**config.mk**
```make
export PLATFORM = sky130hd
export DESIGN_NAME = stopwatch_core
export DESIGN_NICKNAME = d
export VERILOG_FILES = /design/src/rtl/stopwatch_core.sv
export SDC_FILE = /design/constraint.sdc
export NUM_CORES = 1
export LEC_CHECK = 0
export ABC_AREA = 1
export CORE_MARGIN = 1.5
export CORE_UTILIZATION = 55
export DETAILED_ROUTE_END_ITERATION = 8
export PLACE_DENSITY_LB_ADDON = 0.15
export REMOVE_ABC_BUFFERS = 1
export SLEW_MARGIN = 20
export SYNTH_ARGS = -nofsm -noshare
export SYNTH_HDL_FRONTEND = slang
export SYNTH_SLANG_ARGS = --single-unit
```
**constraint.sdc**
```tcl
create_clock -name CLK -period 2.28 [get_ports CLK]
set_input_delay 0.456 -clock CLK [delete_from_list [all_inputs] [get_ports CLK]]
set_output_delay 0.456 -clock CLK [all_outputs]
set_load 0.1 [all_outputs]
```
**src/rtl/stopwatch_core.sv**
```systemverilog
`default_nettype none
// ============================================================================
// Module   : stopwatch_core
// Purpose  : Tick detect, button FSM and MM:SS.t BCD counter with lap hold.
// Revision : 1.0 - initial release
// ============================================================================
module stopwatch_core #(
  parameter int SYNC_STAGES     = 2,
  parameter int TICKS_PER_COUNT = 1
) (
  input  logic       CLK,
  input  logic       RESET_N,
  input  logic       DIV_262144,
  input  logic       STRTSTOP,
  input  logic       LAP_LOAD,
  output logic [3:0] TENTHS,
  output logic [3:0] SEC_ONES,
  output logic [2:0] SEC_TENS,
  output logic [3:0] MIN_ONES,
  output logic [2:0] MIN_TENS,
  output logic       RUNNING,
  output logic       LAP_HELD,
  output logic       TICK,
  output logic       ROLLOVER
);

  typedef enum logic [1:0] {
    S_IDLE = 2'd0,
    S_RUN  = 2'd1,
    S_LAP  = 2'd2,
    S_STOP = 2'd3
  } state_t;

  typedef struct packed {
    logic [2:0] mt;
    logic [3:0] mo;
    logic [2:0] st;
    logic [3:0] so;
    logic [3:0] t;
  } bcd_t;

  localparam logic [7:0] c_PRESC_MAX = 8'(TICKS_PER_COUNT - 1);

  state_t                 r_state, w_state_nxt;
  bcd_t                   r_cnt, r_lap, w_cnt_inc, w_disp;
  logic [7:0]             r_presc;
  logic                   r_div_q, r_tick, r_rollover;
  logic [SYNC_STAGES-1:0] r_ss_sync, r_ll_sync;
  logic                   r_ss_prev, r_ll_prev;
  logic                   w_tick_evt, w_ss_ev, w_ll_ev;
  logic                   w_cnt_en, w_advance, w_wrap;
  logic                   w_lap_load, w_clear;

  assign w_tick_evt = DIV_262144 & ~r_div_q;
  assign w_ss_ev    = r_ss_sync[SYNC_STAGES-1] & ~r_ss_prev;
  assign w_ll_ev    = r_ll_sync[SYNC_STAGES-1] & ~r_ll_prev;
  assign w_cnt_en   = ((r_state == S_RUN) || (r_state == S_LAP)) && w_tick_evt;
  assign w_advance  = w_cnt_en && (r_presc == c_PRESC_MAX);

  always_ff @(posedge CLK) begin
    if (!RESET_N) begin
      r_div_q   <= 1'b0;
      r_tick    <= 1'b0;
      r_ss_sync <= '0;
      r_ll_sync <= '0;
      r_ss_prev <= 1'b0;
      r_ll_prev <= 1'b0;
    end else begin
      r_div_q   <= DIV_262144;
      r_tick    <= w_tick_evt;
      r_ss_sync <= {r_ss_sync[SYNC_STAGES-2:0], STRTSTOP};
      r_ll_sync <= {r_ll_sync[SYNC_STAGES-2:0], LAP_LOAD};
      r_ss_prev <= r_ss_sync[SYNC_STAGES-1];
      r_ll_prev <= r_ll_sync[SYNC_STAGES-1];
    end
  end

  always_ff @(posedge CLK) begin
    if (!RESET_N) r_state <= S_IDLE;
    else          r_state <= w_state_nxt;
  end

  // STRTSTOP is tested first so a simultaneous LAP_LOAD edge is dropped
  always_comb begin
    w_state_nxt = r_state;
    w_lap_load  = 1'b0;
    w_clear     = 1'b0;
    case (r_state)
      S_IDLE: if (w_ss_ev) w_state_nxt = S_RUN;
      S_RUN: begin
        if (w_ss_ev) w_state_nxt = S_STOP;
        else if (w_ll_ev) begin
          w_state_nxt = S_LAP;
          w_lap_load  = 1'b1;
        end
      end
      S_LAP: begin
        if (w_ss_ev)      w_state_nxt = S_STOP;
        else if (w_ll_ev) w_state_nxt = S_RUN;
      end
      S_STOP: begin
        if (w_ss_ev) w_state_nxt = S_RUN;
        else if (w_ll_ev) begin
          w_state_nxt = S_IDLE;
          w_clear     = 1'b1;
        end
      end
      default: w_state_nxt = S_IDLE;
    endcase
  end

  always_comb begin
    w_cnt_inc = r_cnt;
    w_wrap    = 1'b0;
    if (r_cnt.t != 4'd9) w_cnt_inc.t = r_cnt.t + 4'd1;
    else begin
      w_cnt_inc.t = 4'd0;
      if (r_cnt.so != 4'd9) w_cnt_inc.so = r_cnt.so + 4'd1;
      else begin
        w_cnt_inc.so = 4'd0;
        if (r_cnt.st != 3'd5) w_cnt_inc.st = r_cnt.st + 3'd1;
        else begin
          w_cnt_inc.st = 3'd0;
          if (r_cnt.mo != 4'd9) w_cnt_inc.mo = r_cnt.mo + 4'd1;
          else begin
            w_cnt_inc.mo = 4'd0;
            if (r_cnt.mt != 3'd5) w_cnt_inc.mt = r_cnt.mt + 3'd1;
            else begin
              w_cnt_inc.mt = 3'd0;
              w_wrap       = 1'b1;
            end
          end
        end
      end
    end
  end

  always_ff @(posedge CLK) begin
    if (!RESET_N) begin
      r_cnt      <= '0;
      r_lap      <= '0;
      r_presc    <= '0;
      r_rollover <= 1'b0;
    end else begin
      r_rollover <= w_advance && w_wrap;
      if (w_clear) begin
        r_cnt   <= '0;
        r_presc <= '0;
      end else if (r_state == S_IDLE) begin
        r_presc <= '0;
      end else if (w_cnt_en) begin
        if (w_advance) begin
          r_presc <= '0;
          r_cnt   <= w_cnt_inc;
        end else begin
          r_presc <= r_presc + 8'd1;
        end
      end
      if (w_lap_load) r_lap <= r_cnt;
    end
  end

  assign w_disp   = (r_state == S_LAP) ? r_lap : r_cnt;
  assign TENTHS   = w_disp.t;
  assign SEC_ONES = w_disp.so;
  assign SEC_TENS = w_disp.st;
  assign MIN_ONES = w_disp.mo;
  assign MIN_TENS = w_disp.mt;
  assign RUNNING  = (r_state == S_RUN) || (r_state == S_LAP);
  assign LAP_HELD = (r_state == S_LAP);
  assign TICK     = r_tick;
  assign ROLLOVER = r_rollover;

endmodule
`default_nettype wire
```
==> flow_summary.ini <==
[layout]
fillers = 436
nets = 451
layoutNonFillerInstCount = 509
layout_common_cells = nand2_1, dfxtp_1, inv_1
fin_util_pct = 69.0
syn_to_final_growth_pct = 21.6
n_antenna_cell = 0
final_common_cell = nand2_1
drive_above_1_share_pct = 17.3
fin_area_mm2 = 0.00350

[sta]
clock-skew-final_ps = 6.61
setup_viol = 0
slew_violations = 0
worst_pin_slew_ps = 561
fmax_ghz = 0.440
fin_crit_sh_pct = 99.7
hold_ws_ps = 417
rsz0062_at_grt = yes
hold_viol = 0
slew_headroom_pct = 62.6
fin_crit_ps = 2270

[setup_path]
critPathLaunchType = flip-flop
r2r_slack_ps = 340
rr_startpoint = r_state[0]
cp.arrival_ps = 1820
criticalPathCategory = reg2out
end_kind = output pin
crit_required_ps = 1820
regToRegEndpoint = r_cnt[14]
cp_max_fo = 20
startpoint = r_state[0]
rr_worst_depth = 9

[routing]
firstDrtPassIters = 4
drt-wirelength-per-cell_um = 11.3
ant_nets = 0
wl_mm = 5.76
vias = 2539
routed_via_density = 4.99
drt_iter0_markers = 105
drc = 0

[placed_design]
hpwlAfterDp_mm = 4.21
postPlaceCellArea_mm2 = 0.00343
gp_congestion = 0.871
place_inst = 503
io_buffers = 26

[cts]
cts_buffer_depth = 2
cts_tree = yes
ctsResizeCount = 1
insertion_delay_ps = 310
cts_root_buf = clkbuf_8
cts_buffers = 5
clk_pin_slew_ps = 90
cts_hold_buf = 0
ctsHtreeMaxLevel = 2
cts.sinks = 55
post_cts_buffers = 0

[die]
fp-row-count = 26
die_h_um = 75.4
die_area_mm2 = 0.00568
die_w_um = 75.4
ioPinCount = 27
design.core.area_mm2 = 0.00507
initial_utilization_pct = 56.8

[synthesis]
synth_top_flop_cell = dfxtp_1
syn_area_mm2 = 0.00288
synth-edff-count = 0
synth_cell_types = 30
synth_seq_area_share_pct = 38.2
synth_warnings = 0
synth_cells = 411
synth_top_area_share_pct = 38.2
async_flop_share_pct = 0
synth.area.top_cells = dfxtp_1, nand2_1, o21ai_0
syn_avg_cell_area_um2 = 7.01
ys_ff_latch = 55
synth_top_area_cell = dfxtp_1

[min_path]
worstHoldPathCells = 2
min_path_type = reg2reg
hold_path_startpoint = r_ll_sync[0]
whs_endpoint = r_ll_sync[1]

[power]
power_uw = 2120
p_leak_uw = 0.00140
p_per_area_mw_per_mm2 = 604
irDropWorstVdd_mv = 0.481

[status]
outcome = finished, final reports clean

[global_route]
grt_pass1_wl_mm = 9.58
grt_max_degree = 34
grt_pass1_vias = 2236
antenna_found_initial = 0
grt_remaining_overflow = 0
grt_usage_pct = 21.8

[flow_run]
drv_cap = 0
[worst max-delay path: stages, from the launching register on]
cell and delay (ps):
dfxtp_1 430, inv_1 90, ha_1 210, buf_4 200
o21ai_0 340, buf_12 230
[worst max path at each step]
| stage | to | cells past startpoint |
|---|---|---|
| after detailed placement | MIN_TENS[2] | 5 |
| after floorplan | MIN_ONES[0] | 3 |
| final | MIN_ONES[3] | 5 |
| after global routing | MIN_ONES[3] | 5 |
| after CTS | MIN_ONES[0] | 5 |
| after global placement | r_cnt[1] | 8 |
[area by class of cell]
| class | count | area (um2) | share of cell area [%] |
|---|---|---|---|
| repair buffers | 33 | 508 | 14.5 |
| clock buffers | 6 | 72.6 | 2.07 |
| multi-input cells | 275 | 1470 | 41.8 |
| well taps | 70 | 87.6 | 2.50 |
| inverters | 70 | 268 | 7.65 |
| flip-flops and latches | 55 | 1100 | 31.4 |
[synth_stat cells, types with 2 or more instances]
cell	n
dfxtp_1	55
a21oi_1	34
nor2_2	4
nor2_1	35
inv_1	55
inv_2	13
nand4_1	3
nand2_2	2
inv_4	2
nand3_2	4
a21oi_2	3
nand2_1	80
xor2_1	6
nand2_4	3
nor2_8	2
o21ai_2	2
nand3_4	2
nand3b_1	3
clkbuf_1	7
nand3_1	26
ha_1	6
nor3_1	4
o21ai_0	45
nor2_4	4
buf_2	4
o21ai_1	3
[cell families (layout without fill, tap and decap cells)]
kind of cell	Yosys count	in the layout	share of synthesized area, %
AND/OR/NAND/NOR	174	174	30.1
AO/OA/AOI/OAI	89	89	16.3
buffers and inverters	81	109	10.9
flip-flops	55	55	38.2
adder cells (fa/ha/maj)	6	6	2.61
XOR/XNOR	6	6	1.82
[flip-flops by register name (all words and copies together) (netlist names)]
register and cells:
r_cnt 18, r_lap 18, r_presc 8, r_ll_sync 2, r_ss_sync 2, r_state 2
ROLLOVER 1, TICK 1, r_div_q 1, r_ll_prev 1, r_ss_prev 1
[layer usage]
| layer | up-vias | GRT usage [%] | wire length, um |
|---|---|---|---|
| li1 | 1361 | - | - |
| met1 | 1138 | 26.4 | 2700 |
| met2 | 30 | 38.4 | 2780 |
| met3 | 10 | 4.10 | 178 |
| met4 | 0 | 8.33 | 98 |
| met5 | - | 0 | 0 |
[power by group]
| group | switching, uW | total (uW) | internal (uW) |
|---|---|---|---|
| Sequential | 30.8 | 1030 | 998 |
| Combinational | 407 | 585 | 178 |
| Clock | 297 | 503 | 206 |
| Total | 735 | 2120 | 1380 |
[metrics by stage]
stage,setup TNS [ps],worst slack (ps)
after global routing,-362,-76.4
after global placement,0,360
after floorplan,-33130,-1820
after CTS,-9.64,-4.94
after detailed placement,0,312
final,0,6.29
Note: power is estimated with default switching activity, not from simulation.
==> patch 1: new RTL, same settings <==
Make the reset (`RESET_N`) asynchronous in 3 clocked blocks.
--- a/src/rtl/stopwatch_core.sv
+++ b/src/rtl/stopwatch_core.sv
@@ -58,5 +58,5 @@
   assign w_advance  = w_cnt_en && (r_presc == c_PRESC_MAX);
 
-  always_ff @(posedge CLK) begin
+  always_ff @(posedge CLK or negedge RESET_N) begin
     if (!RESET_N) begin
       r_div_q   <= 1'b0;
@@ -76,5 +76,5 @@
   end
 
-  always_ff @(posedge CLK) begin
+  always_ff @(posedge CLK or negedge RESET_N) begin
     if (!RESET_N) r_state <= S_IDLE;
     else          r_state <= w_state_nxt;
@@ -136,5 +136,5 @@
   end
 
-  always_ff @(posedge CLK) begin
+  always_ff @(posedge CLK or negedge RESET_N) begin
     if (!RESET_N) begin
       r_cnt      <= '0;
Function: differs if RESET_N is asserted again (counterexample within 4 cycles, from zero or initial values and one cycle with RESET_N low); with RESET_N held inactive, the same outputs for 10 cycles.
==> patch 1 against the unedited design <==
Routed wire length down 0.38%; sequential cell count unchanged; maximum frequency up 5.8%; sequential share of layout area up 6.5 points; critical path type unchanged; synthesized area up 2.9%; worst setup slack better by 0.12 ns; highest routed layer unchanged; design area up 3.5%; critical path depth up 1.
Power is not compared: it rests on default switching activity, and its combinational part moved more than twofold at a synthesized area within 25%.
==> patch 1: results (changes against the unedited design) <==
[route]
wl_per_cell_um = 12.18  ; +7.7%
drtIter0Drc = 175  ; +67%
drt_first_pass_iters = 5  ; +1
routed_via_density = 5.146  ; +3.2%

[setup_path]
slowest_delay_ns = 0.45  ; +0.02 ns
cp_max_fo = 21  ; +5.0%
critPathSlowestCell = dfrtp_1
arrival_ns = 1.69  ; -0.13 ns

[clock_tree]
ctsLongestPathBuffers = 2  ; unchanged
cts_buffers = 5  ; unchanged
clk_pin_slew_ns = 0.09  ; about the same
ctsHtreeMaxLevel = 2  ; unchanged
cts_root_buffer = clkbuf_8
cts_setup_buffers = 0  ; unchanged
clk-insertion-delay-late_ns = 0.30
ctsResizeCount = 8  ; +7

[yosys]
seq_area_frac_synth = 0.4645  ; +0.08225
synthArstFlopShare = 1.000  ; +1.000
ys_top_cells_by_count = nand2_1, dfrtp_1, inv_1, o21ai_0, nand3_1
yosys-top-cells-area = dfrtp_1, nand2_1, o21ai_0, inv_1, ha_1
synth_ff_type = dfrtp_1
ys.warnings.count = 0  ; unchanged
synth_cell_type_count = 25  ; -17%

[place]
place.gp.congestion = 0.8623  ; -0.98%
io_buffers = 26  ; unchanged
hpwl_mm = 4.095  ; -2.8%

[pwr]
p_leak_nw = 1.724
vdd_drop_max_mv = 0.5442

[outcome]
status = finished, final reports clean

[worst_hold_path]
hp-class = primary input to async pin

[timing]
skew_ns = 0.007439  ; +0.0008268 ns
worst-slew-pin-transition_ns = 0.5907  ; +0.02975 ns

[grt]
grt_pass1_wl_mm = 10.03  ; +4.7%
grt_antenna_before_repair = 0  ; unchanged
grt_pass1_vias = 2235  ; -0.045%
track_usage = 0.2123  ; -0.006110
grt_max_degree = 37  ; +8.8%

[final_layout]
diodes = 0  ; unchanged
layout-drive-gt1-share = 0.1496  ; -0.02349
top_regs = r_cnt: 18 flops, r_lap: 18 flops, r_presc: 8 flops
fin_nets = 418  ; -7.3%

[patch 1: cell type report]
cell class,count,area (um^2)
clock buffer,8,100.1
fill,412,1514
inverter,48,180.2
multi-input combinational,260,1376
sequential,55,1376
tap,70,87.58
timing repair buffer,30,505.5
[patch 1: final timing paths]
| kind | from | endpoint | slack, ns | cells past startpoint |
|---|---|---|---|---|
| min in group CLK | r_ss_sync[0] | r_ss_sync[1] | 0.36 | 0 |
| worst max-delay path | r_state[0] | TENTHS[2] | 0.13 | 6 |
| worst min register to register | r_ss_sync[0] | r_ss_sync[1] | 0.36 | 0 |
| worst min-delay path | RESET_N | r_ll_sync[1] | 0.15 | 1 |
| max in group asynchronous | RESET_N | r_cnt[14] | 1.57 | 2 |
| worst max register to register | r_state[1] | r_cnt[17] | 0.32 | 9 |
[patch 1: logic make-up after synthesis]
| family | count (synthesis) | share of synthesized area |
|---|---|---|
| fa+ha+maj | 13 | 0.05490 |
| xor+xnor | 6 | 0.01774 |
| compound gates | 58 | 0.1026 |
| flops | 55 | 0.4645 |
| simple gates | 183 | 0.2884 |
| buf+inv | 56 | 0.07179 |
[patch 1: worst max-delay path: cells and delay by family, from the launching register on]
kind	cells	cell delay, ns
buf+inv	3	0.52
compound gates	1	0.15
simple gates	1	0.07
fa+ha+maj	1	0.20
flops	1	0.45
[patch 1: stage by stage]
| step | hold slack, ns | instance area [um^2] | worst slack, ns | TNS [ns] | cells |
|---|---|---|---|---|---|
| 3_3_place_gp | 0.3348 | 3511 | 0.3451 | 0 | 463 |
| 3_5_place_dp | 0.3450 | 3511 | 0.2974 | 0 | 463 |
| 5_1_grt | 0.1997 | 3626 | -0.006598 | -0.006598 | 471 |
| 2_1_floorplan | 0.1604 | 2930 | -1.844 | -34.02 | 363 |
| 6_report | 0.1465 | 3626 | 0.1306 | 0 | 471 |
| 4_1_cts | 0.1695 | 3611 | 0.00002742 | 0 | 471 |
[patch 1: per-layer routing]
layer	vias to the layer above	share of wire	wire [um]	track usage
met5	-	0	0	0
met1	1123	0.48	2762	0.2881
met2	57	0.47	2672	0.3446
met3	7	0.037	214	0.04311
met4	0	0.015	86	0.06481
li1	1237	-	-	-
[patch 1: where the power goes]
part,switching (mW),internal [mW],total (mW),leakage (nW)
sequential,0.121,1.09,1.21,0.740
clock,0.299,0.278,0.577,0.0515
combinational,1.19,0.565,1.75,0.933
total,1.61,1.94,3.55,1.72
==> patch 2: new RTL, same flow settings <==
Without the edit above. Set the parameter `SYNC_STAGES` to 4 (it was 2).
--- a/src/rtl/stopwatch_core.sv
+++ b/src/rtl/stopwatch_core.sv
@@ -6,5 +6,5 @@
 // ============================================================================
 module stopwatch_core #(
-  parameter int SYNC_STAGES     = 2,
+  parameter int SYNC_STAGES     = 4,
   parameter int TICKS_PER_COUNT = 1
 ) (
Check against the original RTL: not equivalent (a bounded check fails within 4 cycles, from zero or initial values and one cycle with RESET_N low).
==> patch 2 against the unedited design <==
Synthesized area rose by 0.70%; die area increased by 0.66%; count of clock-buffer cells in the layout grew 5; maximum frequency grew 4.3%; worst setup slack improved by 0.094 ns; routed wire length is 6.9% higher; sequential cell count increased by 4; power is 14% higher; register-to-register slack lost 0.04 ns; clock skew increased by 0.0049 ns; design area increased by 5.7%; cell count is 3.3% higher; clock power is 87% higher; largest cell class unchanged; largest power group unchanged.
==> patch 2: results (changes against the unedited design) <==
[yosys]
synth_ff_type = dfxtp_1
ys.warnings.count = 0  ; unchanged
yosys-top-cells-area = dfxtp_1, nand2_1, inv_1, o21ai_0, a21oi_1
ys_top_cells_by_count = nand2_1, inv_1, dfxtp_1, o21ai_0, a21oi_1
synthArstFlopShare = 0  ; unchanged
synth_cell_type_count = 29  ; -3.3%
seq_area_frac_synth = 0.4072  ; +0.02497

[final_layout]
fin_nets = 462  ; +2.4%
layout-drive-gt1-share = 0.1711  ; -0.002068
fillers = 441  ; +1.1%
top_regs = r_cnt: 18 flops, r_lap: 18 flops, r_presc: 8 flops

[place]
postPlaceCellArea_um2 = 3448  ; +0.55%
hpwl_mm = 4.309  ; +2.3%
place.gp.congestion = 0.8588  ; -1.4%
io_buffers = 26  ; unchanged

[worst_hold_path]
hold_start = r_ss_sync[2]
hp-class = flip-flop to flip-flop

[setup_path]
startpoint = r_state[0]
cp_max_fo = 6  ; -70%
arrival_ns = 1.72  ; -0.10 ns
critPathSlowestCell = dfxtp_2
crit_family = buffers and inverters
slowest_delay_ns = 0.35  ; -0.08 ns
r2r_start = r_state[1]

[grt]
grt_antenna_before_repair = 0  ; unchanged
grt_pass1_wl_mm = 9.818  ; +2.5%
grt_pass1_vias = 2323  ; +3.9%
track_usage = 0.2349  ; +0.01650
grt_max_degree = 37  ; +8.8%

[route]
drt_first_pass_iters = 4  ; unchanged
routed_via_density = 5.097  ; +2.2%
drtIter0Drc = 122  ; +16%
routed_wl_mm = 6.156  ; +6.9%

[clock_tree]
clk-insertion-delay-late_ns = 0.35  ; +0.04 ns
cts_buffers = 9  ; +4
cts_root_buffer = clkbuf_8
clk_pin_slew_ns = 0.07  ; -0.02 ns
ctsLongestPathBuffers = 2  ; unchanged
ctsHtreeMaxLevel = 3  ; +1

[outcome]
status = finished, final reports clean

[timing]
skew_ns = 0.01149  ; +0.004881 ns
slew_headroom = 0.6593  ; +0.03370

[pwr]
p_leak_nw = 1.470  ; +4.7%
vdd_drop_max_mv = 0.6503  ; +35%

-- patch 2: changes by cell type after synthesis, sizes merged, moves of 2 or more --
cell    before  now
inv         70   64
nand3       32   37
nand3b       3    1
a21oi       37   39
xor2         6    8
nand2       85  100
o21ai       50   44
nor2        45   38
dfxtp       55   59
-- patch 2: timing repair --
| action | in CTS | in global routing |
|---|---|---|
| pin swaps | 0 | 0 |
| gates cloned | 0 | 1 |
| endpoints found under the setup margin | 17 | 12 |
| resized for setup | 20 | 14 |
| buffers inserted | 0 | 0 |
-- patch 2: cell type report --
class | instances | area [um^2] | share of cell area
well taps | 70 | 87.58 | 0.02366
repair inverters | 1 | 7.507 | 0.002028
inverters | 65 | 247.7 | 0.06691
repair buffers | 34 | 519.2 | 0.1403
flip-flops and latches | 59 | 1182 | 0.3194
clock inverters | 5 | 52.55 | 0.01419
clock buffers | 11 | 141.4 | 0.03819
multi-input cells | 281 | 1464 | 0.3954
-- patch 2: tightest hold or removal path, cell delays in order (launching register included) --
cell and delay [ns]:
dfxtp_1 0.31, nand2_1 0.05, inv_1 0.04
-- patch 2: report_power, final --
part	switching, mW	internal, mW	leakage (nW)
Clock	0.413	0.528	0.0991
Sequential	0.0180	1.05	0.477
Combinational	0.279	0.129	0.894
-- patch 2: cell families (layout without fill, tap and decap cells) --
group,Yosys count,after routing,share of synthesized area
adders and majority gates,6,6,0.02588
buffers and inverters,77,116,0.1031
and+or+nand+nor,183,183,0.2925
AOI/OAI and AO/OA,84,84,0.1471
DFF,59,59,0.4072
xor gates and xnor gates,8,8,0.02416
-- patch 2: final timing paths --
| kind | depth (start not counted) | to | slack, ns |
|---|---|---|---|
| max | 5 | SEC_ONES[3] | 0.10 |
| min | 2 | r_ss_sync[3] | 0.41 |
| max reg2reg | 7 | r_cnt[1] | 0.30 |
| min reg2reg | 2 | r_ss_sync[3] | 0.41 |
-- patch 2: through the flow --
| step | setup slack (ns) | hold WS, ns | instances | TNS [ns] |
|---|---|---|---|---|
| 2_1_floorplan | -2.573 | 0.3900 | 405 | -37.09 |
| 3_3_place_gp | 0.2842 | 0.3915 | 509 | 0 |
| 3_5_place_dp | 0.2339 | 0.3992 | 509 | 0 |
| 4_1_cts | -0.01777 | 0.4120 | 525 | -0.02826 |
| 5_1_grt | 0.04317 | 0.4301 | 526 | 0 |
| 6_report | 0.1005 | 0.4080 | 526 | 0 |
-- patch 2: metal layers --
metal | GRT usage | wire (um) | vias to the layer above
met4 | 0.1270 | 195 | 0
met2 | 0.3996 | 2960 | 60
met5 | 0 | 0 | -
met3 | 0.07011 | 275 | 17
li1 | - | - | 1393
met1 | 0.2640 | 2725 | 1211
